`src/rtl/pipe_ctrl_pkg.sv`:
```
// Shared definitions for the pipeline hazard controller.
//   ADDR_W          : width of the PC / jump target.
//   MDU_TIMEOUT_DEF : default abort limit (in MDU_WAIT cycles) for a multi-cycle op.
//   ST_*            : controller state encodings.
package pipe_ctrl_pkg;

    localparam int ADDR_W          = 32;
    localparam int MDU_TIMEOUT_DEF = 63;

    localparam logic [1:0] ST_RUN         = 2'd0;
    localparam logic [1:0] ST_LOAD_BUBBLE = 2'd1;
    localparam logic [1:0] ST_MDU_WAIT    = 2'd2;
    localparam logic [1:0] ST_MEM_WAIT    = 2'd3;

endpackage

```
`src/rtl/pipe_ctrl_wdog.sv`:
```
// Watchdog for multi-cycle (MDU) operations.
//   clk, arst  : clock, asynchronous active-high reset.
//   clr_i      : restart the count (new MDU op entering its wait).
//   en_i       : one more cycle spent waiting for the MDU result.
//   expired_o  : combinational; high in the wait cycle that brings the
//                count to TIMEOUT, so the controller can abort in that cycle.
module pipe_ctrl_wdog
    import pipe_ctrl_pkg::*;
#(
    parameter int TIMEOUT = MDU_TIMEOUT_DEF
) (
    input  logic clk,
    input  logic arst,
    input  logic clr_i,
    input  logic en_i,
    output logic expired_o
);

    // One spare bit so the count can never wrap before it reaches TIMEOUT.
    localparam int CW = $clog2(TIMEOUT + 2);

    logic [CW-1:0] cnt_q;
    logic [CW-1:0] cnt_d;

    always_comb begin
        cnt_d = cnt_q;
        if (clr_i) begin
            cnt_d = '0;
        end else if (en_i) begin
            cnt_d = cnt_q + CW'(1);
        end
    end

    assign expired_o = en_i && ((int'(cnt_q) + 1) >= TIMEOUT);

    always_ff @(posedge clk or posedge arst) begin
        if (arst) begin
            cnt_q <= '0;
        end else begin
            cnt_q <= cnt_d;
        end
    end

endmodule

```
`src/rtl/pipe_ctrl.sv`:
```
// Pipeline hazard / stall controller.
//   clk, arst                      : clock, asynchronous active-high reset.
//   jump_flag_i, jump_addr_i       : EX-stage taken branch/jump and its target.
//   hold_risk_i                    : EX-stage load-use hazard.
//   mdu_start_i, mdu_done_i        : multi-cycle op in EX / its result valid.
//   mem_busy_i                     : data memory not ready.
//   stall_*_o                      : hold the named pipeline register.
//   flush_*_o                      : load a bubble into the named register.
//   jump_flag_o, jump_addr_o       : PC redirect (address is 0 when no redirect).
//   err_o                          : sticky MDU timeout, cleared only by reset.
//   stall_cnt_o                    : wrapping count of cycles with stall_pc_o=1.
// All control outputs are combinational from state and inputs so they act in
// the cycle the hazard is seen.
module pipe_ctrl
    import pipe_ctrl_pkg::*;
#(
    parameter int MDU_TIMEOUT = MDU_TIMEOUT_DEF,
    parameter int CNT_W       = 32
) (
    input  logic              clk,
    input  logic              arst,
    input  logic              jump_flag_i,
    input  logic [ADDR_W-1:0] jump_addr_i,
    input  logic              hold_risk_i,
    input  logic              mdu_start_i,
    input  logic              mdu_done_i,
    input  logic              mem_busy_i,
    output logic              stall_pc_o,
    output logic              stall_if_id_o,
    output logic              stall_id_ex_o,
    output logic              stall_ex_mem_o,
    output logic              flush_if_id_o,
    output logic              flush_id_ex_o,
    output logic              jump_flag_o,
    output logic [ADDR_W-1:0] jump_addr_o,
    output logic              err_o,
    output logic [CNT_W-1:0]  stall_cnt_o
);

    logic [1:0]       state_q;
    logic [1:0]       state_d;
    logic             err_q;
    logic             err_d;
    logic [CNT_W-1:0] stall_cnt_q;
    logic [CNT_W-1:0] stall_cnt_d;
    logic             wd_clr;
    logic             wd_en;
    logic             wd_expired;

    pipe_ctrl_wdog #(
        .TIMEOUT (MDU_TIMEOUT)
    ) u_wdog (
        .clk       (clk),
        .arst      (arst),
        .clr_i     (wd_clr),
        .en_i      (wd_en),
        .expired_o (wd_expired)
    );

    always_comb begin
        stall_pc_o     = 1'b0;
        stall_if_id_o  = 1'b0;
        stall_id_ex_o  = 1'b0;
        stall_ex_mem_o = 1'b0;
        flush_if_id_o  = 1'b0;
        flush_id_ex_o  = 1'b0;
        jump_flag_o    = 1'b0;
        jump_addr_o    = '0;
        state_d        = ST_RUN;
        wd_clr         = 1'b0;
        wd_en          = 1'b0;

        // Outputs are forced quiet while reset is held, whatever the inputs.
        if (!arst) begin
            if (state_q == ST_MDU_WAIT) begin
                // Done releases the stalls; a jump in this cycle is ignored.
                if (!mdu_done_i) begin
                    stall_pc_o     = 1'b1;
                    stall_if_id_o  = 1'b1;
                    stall_id_ex_o  = 1'b1;
                    stall_ex_mem_o = mem_busy_i;
                    wd_en          = 1'b1;
                    state_d        = wd_expired ? ST_RUN : ST_MDU_WAIT;
                end
            end else if (mem_busy_i) begin
                // Same decision from RUN, LOAD_BUBBLE or a continuing MEM_WAIT.
                stall_pc_o     = 1'b1;
                stall_if_id_o  = 1'b1;
                stall_id_ex_o  = 1'b1;
                stall_ex_mem_o = 1'b1;
                state_d        = ST_MEM_WAIT;
            end else if (mdu_start_i && !mdu_done_i) begin
                stall_pc_o    = 1'b1;
                stall_if_id_o = 1'b1;
                stall_id_ex_o = 1'b1;
                wd_clr        = 1'b1;
                state_d       = ST_MDU_WAIT;
            end else if (jump_flag_i) begin
                jump_flag_o   = 1'b1;
                jump_addr_o   = jump_addr_i;
                flush_if_id_o = 1'b1;
                flush_id_ex_o = 1'b1;
            end else if (hold_risk_i && (state_q != ST_LOAD_BUBBLE)) begin
                // The bubble cycle ignores the hazard so the stalled load can
                // retire; otherwise the same hazard would stall forever.
                stall_pc_o    = 1'b1;
                stall_if_id_o = 1'b1;
                flush_id_ex_o = 1'b1;
                state_d       = ST_LOAD_BUBBLE;
            end
        end
    end

    always_comb begin
        err_d       = err_q | wd_expired;
        stall_cnt_d = stall_cnt_q;
        if (stall_pc_o) begin
            stall_cnt_d = stall_cnt_q + CNT_W'(1);
        end
    end

    always_ff @(posedge clk or posedge arst) begin
        if (arst) begin
            state_q     <= ST_RUN;
            err_q       <= 1'b0;
            stall_cnt_q <= '0;
        end else begin
            state_q     <= state_d;
            err_q       <= err_d;
            stall_cnt_q <= stall_cnt_d;
        end
    end

    assign err_o       = err_q;
    assign stall_cnt_o = stall_cnt_q;

endmodule

```
`config.mk`:
```
export PLATFORM = sky130hd
export DESIGN_NAME = pipe_ctrl
export DESIGN_NICKNAME = d
export VERILOG_FILES = /design/src/rtl/pipe_ctrl_pkg.sv /design/src/rtl/pipe_ctrl_wdog.sv /design/src/rtl/pipe_ctrl.sv
export SDC_FILE = /design/constraint.sdc
export NUM_CORES = 1
export LEC_CHECK = 0
export BUFFER_PORTS_ARGS = -buffer_cell sky130_fd_sc_hd__buf_2
export CORE_ASPECT_RATIO = 0.7
export CORE_MARGIN = 2
export CORE_UTILIZATION = 51
export DETAILED_ROUTE_END_ITERATION = 8
export HOLD_SLACK_MARGIN = 0.12
export MAX_ROUTING_LAYER = met4
export PLACE_DENSITY = 0.92
export SYNTH_ARGS = -nofsm -noshare
export SYNTH_HDL_FRONTEND = slang
export SYNTH_HIERARCHICAL = 1
export SYNTH_SLANG_ARGS = --single-unit
```
`constraint.sdc`:
```
create_clock -name clk -period 3.75 [get_ports clk]
set_input_delay 0.75 -clock clk [delete_from_list [all_inputs] [get_ports clk]]
set_output_delay 0.75 -clock clk [all_outputs]
set_load 0.03 [all_outputs]
```
==> summary.md, run 1 <==
| Metric | Value |
|---|---|
| Switching Share | `a little under two fifths` |
| TritonCTS sink count | `42` |
| Maximum clock rate | `340 MHz` |
| Initial DRC count | `118` |
| Width of the chip | `between 80 and 90 um` |
| R2r startpoint | `stall_cnt_o[9]$_DFFE_PP0P_` |
| CTS clk-pin slew, worst paths | `~0.09 ns` |
| CTS tree | `yes` |
| Register area share after synthesis | `43.3%` |
| Synth Area per Inst | `9.30 sq um` |
| Pwr Density | `471 mW/mm^2` |
| Outcome | `completed` |
| Hold Fails Final Rpt | `0` |
| Synth top cells by count | `42 x dfrtp_1, 33 x and3_1, 26 x xor2_1` |
| Setup crit end kind | `output pin` |
| Arrival @ worst endpoint | `between 2 and 2.5 ns` |
| Routed vias/inst | `5.34` |
| Req. time, crit path | `3.00 ns` |
| Overflow after GRT | `0` |
| Fin Clk Skew | `slightly below 0.01 ns` |
| Crit Path Max Fanout | `26` |
| Pin count of the biggest net entering global routing | `36` |
| Detailed Place HPWL | `4660 um` |
| Final period util | `78.3%` |
| Root Driver | `clkbuf_8` |
| Die area | `0.00534 sq mm` |
| Min Tclk post-route | `between 2 and 3 ns` |
| Gate power share | `29.3%` |
| Syn Nets | `303` |
| All-Layer GR Usage | `23.5%` |
| Clock Power Share | `28.6%` |
| Setup TNS | `0 ns` |
| Antenna cells | `0` |
| Slew @ Worst Pin | `1.17 ns` |
| Filler cells | `343` |
| Critical Path Start Type | `input pin` |
| Drt total wl | `approximately 6000 um` |
| Post-synth top area share | `43.3%` |
| Via count | `2268` |
| Fraction of layout cells with a size suffix above 1 | `36.8%` |
| Leakage Power | `1.76 nW` |
| Worst slew margin | `21.0%` |
| Top FF cell, synth | `dfrtp_1` |
| Clk Latency, worst-skew pair | `0.30 ns` |
| Most instantiated library cell after synthesis | `dfrtp_1` |
| Slew Limit Fails | `0` |
| Number of CTS-inserted buffers | `5` |
| Internal power | `0.000941 W` |
| Crit path launch | `mdu_done_i` |
| Setup violators final | `0` |
| Post-CTS Setup Inserts | `0` |
| Kind of critical path | `in -> out` |
| First-pass GRT wire length | `9480 um` |
| WL/cell | `14.5 um` |
| Async set or reset register ratio after synthesis | `100%` |
| Nets | `411` |
| Post-synth cell types | `39` |
| Area grow syn2layout | `30.1%` |
| I/O pin cnt | `111` |
| RSZ-0062 raised after global routing | `false` |
| Gate Count Post-Synth | `roughly 260` |
| Gpl congestion | `between 0.9 and 1` |
| Initial antenna violation count | `0` |
| Initial core utilization | `54.5%` |
| Final instance area | `0.00316 sq mm` |
| Net Switching | `around 0.00055 W` |
| Post-synth design cell area | `roughly 0.0024 sq mm` |
| DRC viols | `0` |
| H-tree levels | `2` |
| Core Box Area | `roughly 0.0045 sq mm` |
| Placed cells | `417` |
| Biggest area consumer among synthesized cells | `dfrtp_1` |
| Worst Hold Launch | `stall_cnt_o[31]$_DFFE_PP0P_` |
| Post-synth EDFFs | `0` |
| Flop pwr share | `a little over two fifths` |
| Overall power | `between 0.001 and 0.0015 W` |
| CTS resizes | `0` |
| DIE HEIGHT | `61.7 um` |
| CTS max path bufs | `2` |
| Hold-fix buffers at CTS | `0` |
| Synth Register Bits | `between 40 and 50` |
| Register area | `0.00105 sq mm` |
| Final instance count without filler cells | `425` |
| Drt pass-1 iters | `4` |
| Max-cap violation count | `0` |
| Top cells by area, synth | `dfrtp_1 43%, xor2_1 9.4%, and3_1 8.5%` |
| Ys Warns | `6` |
| Routed Antenna Nets | `0` |
| Vias in the first global route | `about 2000` |
| Hold Path Class | `reg -> reg` |
| Area of the multi-input gates | `0.00125 sq mm` |
| Max VDD drop | `536 uV` |
| Cell area after placement | `0.00302 sq mm` |
| Row count | `20` |
| Port Buffers | `110` |
[critical path: stages]
cell and delay [ns]:
buf_2 0.11, inv_1 0.09, a2111oi_4 0.51, buf_4 0.32
and3_1 0.19, buf_2 0.20
[cell type report]
type                       instances  share of cell area [%]
tap                               55                    2.18
clock inverter                     3                    2.18
timing repair buffer             115                    18.6
sequential                        42                    33.3
inverter                          16                    1.90
multi-input combinational        189                    39.6
clock buffer                       5                    2.18
[path summary, 6_finish.rpt]
path                       slack, ns                     endpoint  cells after the start
max in group asynchronous       2.56  stall_cnt_o[27]$_DFFE_PP0P_                      3
hold / removal                  0.47  stall_cnt_o[31]$_DFFE_PP0P_                      1
hold reg to reg                 0.47  stall_cnt_o[31]$_DFFE_PP0P_                      1
setup / recovery                0.81               jump_addr_o[5]                      6
min in group asynchronous       0.51         state_q[0]$_DFF_PP0_                      2
setup reg to reg                1.79  stall_cnt_o[31]$_DFFE_PP0P_                      5
[cell families after synthesis]
group / Yosys count / synth area share (%)
compound gates: 17 / 5.31
xor+xnor: 37 / 13.4
fa+ha+maj: 3 / 1.55
simple gates: 129 / 29.5
buf+inv: 30 / 5.67
mux: 3 / 1.29
flops: 42 / 43.3
[placed cells by master, fill, tap and decap left out, drive strengths merged, types with 2 or more instances in the layout]
master	netlist	final
or3	3	3
mux2i	2	2
xor2	26	26
buf	7	115
and3	33	33
a2111oi	2	2
nor2	21	21
dfrtp	42	42
nor4	6	6
or2	2	2
nand2	17	17
a21boi	3	3
bufinv	0	2
nand3	11	11
nor3	18	18
ha	3	3
and2	2	2
o21ai	3	3
a21oi	5	5
xnor2	11	11
nand4	11	11
nand2b	2	2
inv	16	16
clkbuf	7	5
[metal layers]
layer	GRT usage, %	routed length (um)
met5	-	0
met4	7.59	87
met3	3.43	267
met2	36.9	2950
met1	32.2	2840
[state kept, by name, summed over array words and instances (netlist names)]
register,count
stall_cnt_o,32
u_wdog/cnt_q,7
state_q,2
err_o,1
[power groups by stage]
| stage | sequential (W) | combinational (W) | clock [W] |
|---|---|---|---|
| 2_1_floorplan | 0.000723 | 0.000204 | 0 |
| 3_3_place_gp | 0.000627 | 0.000422 | 0 |
| 3_5_place_dp | 0.000633 | 0.000436 | 0 |
| 4_1_cts | 0.000625 | 0.000438 | 0.000430 |
| 5_1_grt | 0.000640 | 0.000470 | 0.000448 |
| 6_report | 0.000626 | 0.000436 | 0.000426 |
[metrics by stage]
step                      util, %  worst slack, ns  hold WS, ns
after CTS                    70.9            0.833        0.470
after detailed placement     67.8            0.833        0.456
after floorplan                 -            0.849        0.535
after global placement       67.8            0.919        0.452
after global routing         70.9            0.711        0.495
final                        70.9            0.812        0.465
(Power assumes the default switching activity.)
==> run 2: changes to the inputs <==
--- a/config.mk
+++ b/config.mk
@@ -8,11 +8,11 @@
 export BUFFER_PORTS_ARGS = -buffer_cell sky130_fd_sc_hd__buf_2
 export CORE_ASPECT_RATIO = 0.7
 export CORE_MARGIN = 2
-export CORE_UTILIZATION = 51
+export CORE_UTILIZATION = 42
 export DETAILED_ROUTE_END_ITERATION = 8
 export HOLD_SLACK_MARGIN = 0.12
 export MAX_ROUTING_LAYER = met4
-export PLACE_DENSITY = 0.92
+export PLACE_DENSITY = 0.82
 export SYNTH_ARGS = -nofsm -noshare
 export SYNTH_HDL_FRONTEND = slang
 export SYNTH_HIERARCHICAL = 1
==> constraint.sdc (replaced) <==
create_clock -name clk -period 2.4 [get_ports clk]
set_input_delay 0.48 -clock clk [delete_from_list [all_inputs] [get_ports clk]]
set_output_delay 0.48 -clock clk [all_outputs]
set_load 0.03 [all_outputs]
==> summary.md, run 2 (synthesis results as in run 1) <==
| Metric | Value |
|---|---|
| Outcome | `completed` |
| Most used cell, CP | `buf_4` |
| Filler cells | `486` |
| Root Driver | `clkbuf_8` |
| CTS tree | `yes` |
| All-Layer GR Usage | `20.6%` |
| Fin Clk Skew | `0.0154 ns` |
| Clk Latency, worst-skew pair | `0.30 ns` |
| Die area | `between 0.006 and 0.007 sq mm` |
| Critical Path Stages | `6` |
| Setup violators final | `0` |
| Hold Fails Final Rpt | `0` |
| Worst slew margin | `approximately 57%` |
| Register area | `0.00105 sq mm` |
| Leakage Power | `between 1.5 and 2 nW` |
| Max reg flops | `32` |
| Max incr delay on CP | `0.38 ns` |
| Drt total wl | `6460 um` |
| Vias in the first global route | `2100` |
| Max-cap violation count | `0` |
| Antenna cells | `0` |
| TritonCTS sink count | `42` |
| Max VDD drop | `374 uV` |
| Setup crit end kind | `output pin` |
| Area of the multi-input gates | `0.00127 sq mm` |
| Setup WS pre-CTS | `roughly 0.17 ns` |
| DRC viols | `0` |
| Arrival @ worst endpoint | `1.85 ns` |
| Hold Path Class | `in -> async` |
| Most frequent cells in the layout | `90 x buf_2, 42 x dfrtp_1, 31 x and3_1` |
| Setup crit end | `jump_addr_o[1]` |
| Slew Limit Fails | `0` |
| Initial core utilization | `43.0%` |
| Crit Path Max Fanout | `9` |
| Fraction of layout cells with a size suffix above 1 | `39.2%` |
| Reg-to-Reg End | `stall_cnt_o[31]$_DFFE_PP0P_` |
| CTS max path bufs | `2` |
| Kind of critical path | `reg -> out` |
| Nets | `419` |
| Detailed Place HPWL | `4730 um` |
| Req. time, crit path | `1.92 ns` |
| R2r worst-path depth | `5` |
| R2r startpoint | `stall_cnt_o[9]$_DFFE_PP0P_` |
| Crit path launch | `state_q[0]$_DFF_PP0_` |
| Hold-fix buffers at CTS | `0` |
| Drt pass-1 iters | `4` |
| Row count | `23` |
| Overflow after GRT | `0` |
| Maximum clock rate | `around 430 MHz` |
| Gpl congestion | `0.852` |
| Number of CTS-inserted buffers | `5` |
| Placed cells | `442` |
| Reg2Reg Setup Slack | `0.45 ns` |
| Pwr Density | `651 mW/mm^2` |
| Worst path bufs/invs | `3` |
| CTS clk-pin slew, worst paths | `0.09 ns` |
| Most common cell after layout, fill and taps aside | `buf_2` |
| Fin worst setup slack | `0.0695 ns` |
| Min Tclk post-route | `2.33 ns` |
| Routed Antenna Nets | `0` |
| Critical Path Start Type | `flop` |
| I/O pin cnt | `111` |
| Initial antenna violation count | `0` |
| Area grow syn2layout | `35.7%` |
| Final instance count without filler cells | `453` |
| Slew @ Worst Pin | `0.645 ns` |
| Port Buffers | `110` |
| WL/cell | `14.3 um` |
| WHS | `0.142 ns` |
| Routed vias/inst | `5.12` |
| Crit path cell chain | `and2b_2 -> a2111oi_4 -> buf_4 -> clkbuf_16 -> and3_1 -> buf_4` |
| Width of the chip | `94.9 um` |
| CP max stage cell | `dfrtp_1` |
| Final period util | `97.1%` |
| Initial DRC count | `152` |
| Pin count of the biggest net entering global routing | `36` |
| Core Box Area | `between 0.005 and 0.006 sq mm` |
| DIE HEIGHT | `67.6 um` |
| Critical path's top delay family | `buffers and inverters` |
| Via count | `approximately 2300` |
| First-pass GRT wire length | `9930 um` |
| H-tree levels | `2` |
==> run 2: worst register-to-register path: cells and delay by family (launching register included) <==
kind | cells | cell delay [ns]
DFF | 1 | 0.45
and+or+nand+nor | 4 | 1.26
xor gates and xnor gates | 1 | 0.16
==> run 2: where the power goes <==
part	switching, W	internal [W]	total [W]
sequential	0.000159	0.000819	0.000978
clock	0.000251	0.000206	0.000456
combinational	0.000457	0.000253	0.000710
==> run 2: worst min-delay path by stage <==
stage | start | to | slack (ns) | cells past startpoint
5_1_grt | arst | u_wdog/cnt_q[3]$_DFFE_PP0P_ | 0.16 | 2
6_report | arst | u_wdog/cnt_q[0]$_DFFE_PP0P_ | 0.14 | 2
3_3_place_gp | err_o$_DFF_PP0_ | err_o$_DFF_PP0_ | 0.45 | 1
2_1_floorplan | arst | u_wdog/cnt_q[0]$_DFFE_PP0P_ | 0.28 | 1
3_5_place_dp | err_o$_DFF_PP0_ | err_o$_DFF_PP0_ | 0.46 | 1
4_1_cts | arst | u_wdog/cnt_q[1]$_DFFE_PP0P_ | 0.16 | 2
==> run 2: area by class of cell <==
class / count / share of cell area [%]
multi-input combinational: 189 / 38.5
sequential: 42 / 31.9
timing repair buffer: 123 / 22.3
tap: 75 / 2.85
clock buffer: 6 / 2.20
inverter: 16 / 1.82
clock inverter: 2 / 0.418
==> run 2: layer usage <==
layer	track usage [%]	wire [um]	part of all wire, %
met2	28.8	3050	47
met3	4.02	334	5.2
met5	-	0	0
met4	6.70	78	1.2
met1	29.8	2990	46
==> run 2: timing repair <==
| action | 4_1_cts | 5_1_grt |
|---|---|---|
| buffers inserted | 1 | 2 |
| cloned | 1 | 1 |
| gates resized for setup | 16 | 18 |
| pin swaps | 1 | 0 |
| setup endpoints to repair | 21 | 38 |
==> run 2: per-stage QoR <==
stage / total power, W / util, % / area [sq um] / setup TNS, ns
after detailed placement: 0.00169 / 54.9 / 3090 / 0
after global routing: 0.00227 / 58.4 / 3290 / -0.0959
after CTS: 0.00215 / 57.8 / 3260 / -0.00306
after floorplan: 0.00145 / - / 2430 / 0
final: 0.00214 / 58.4 / 3290 / 0
after global placement: 0.00165 / 54.9 / 3090 / 0
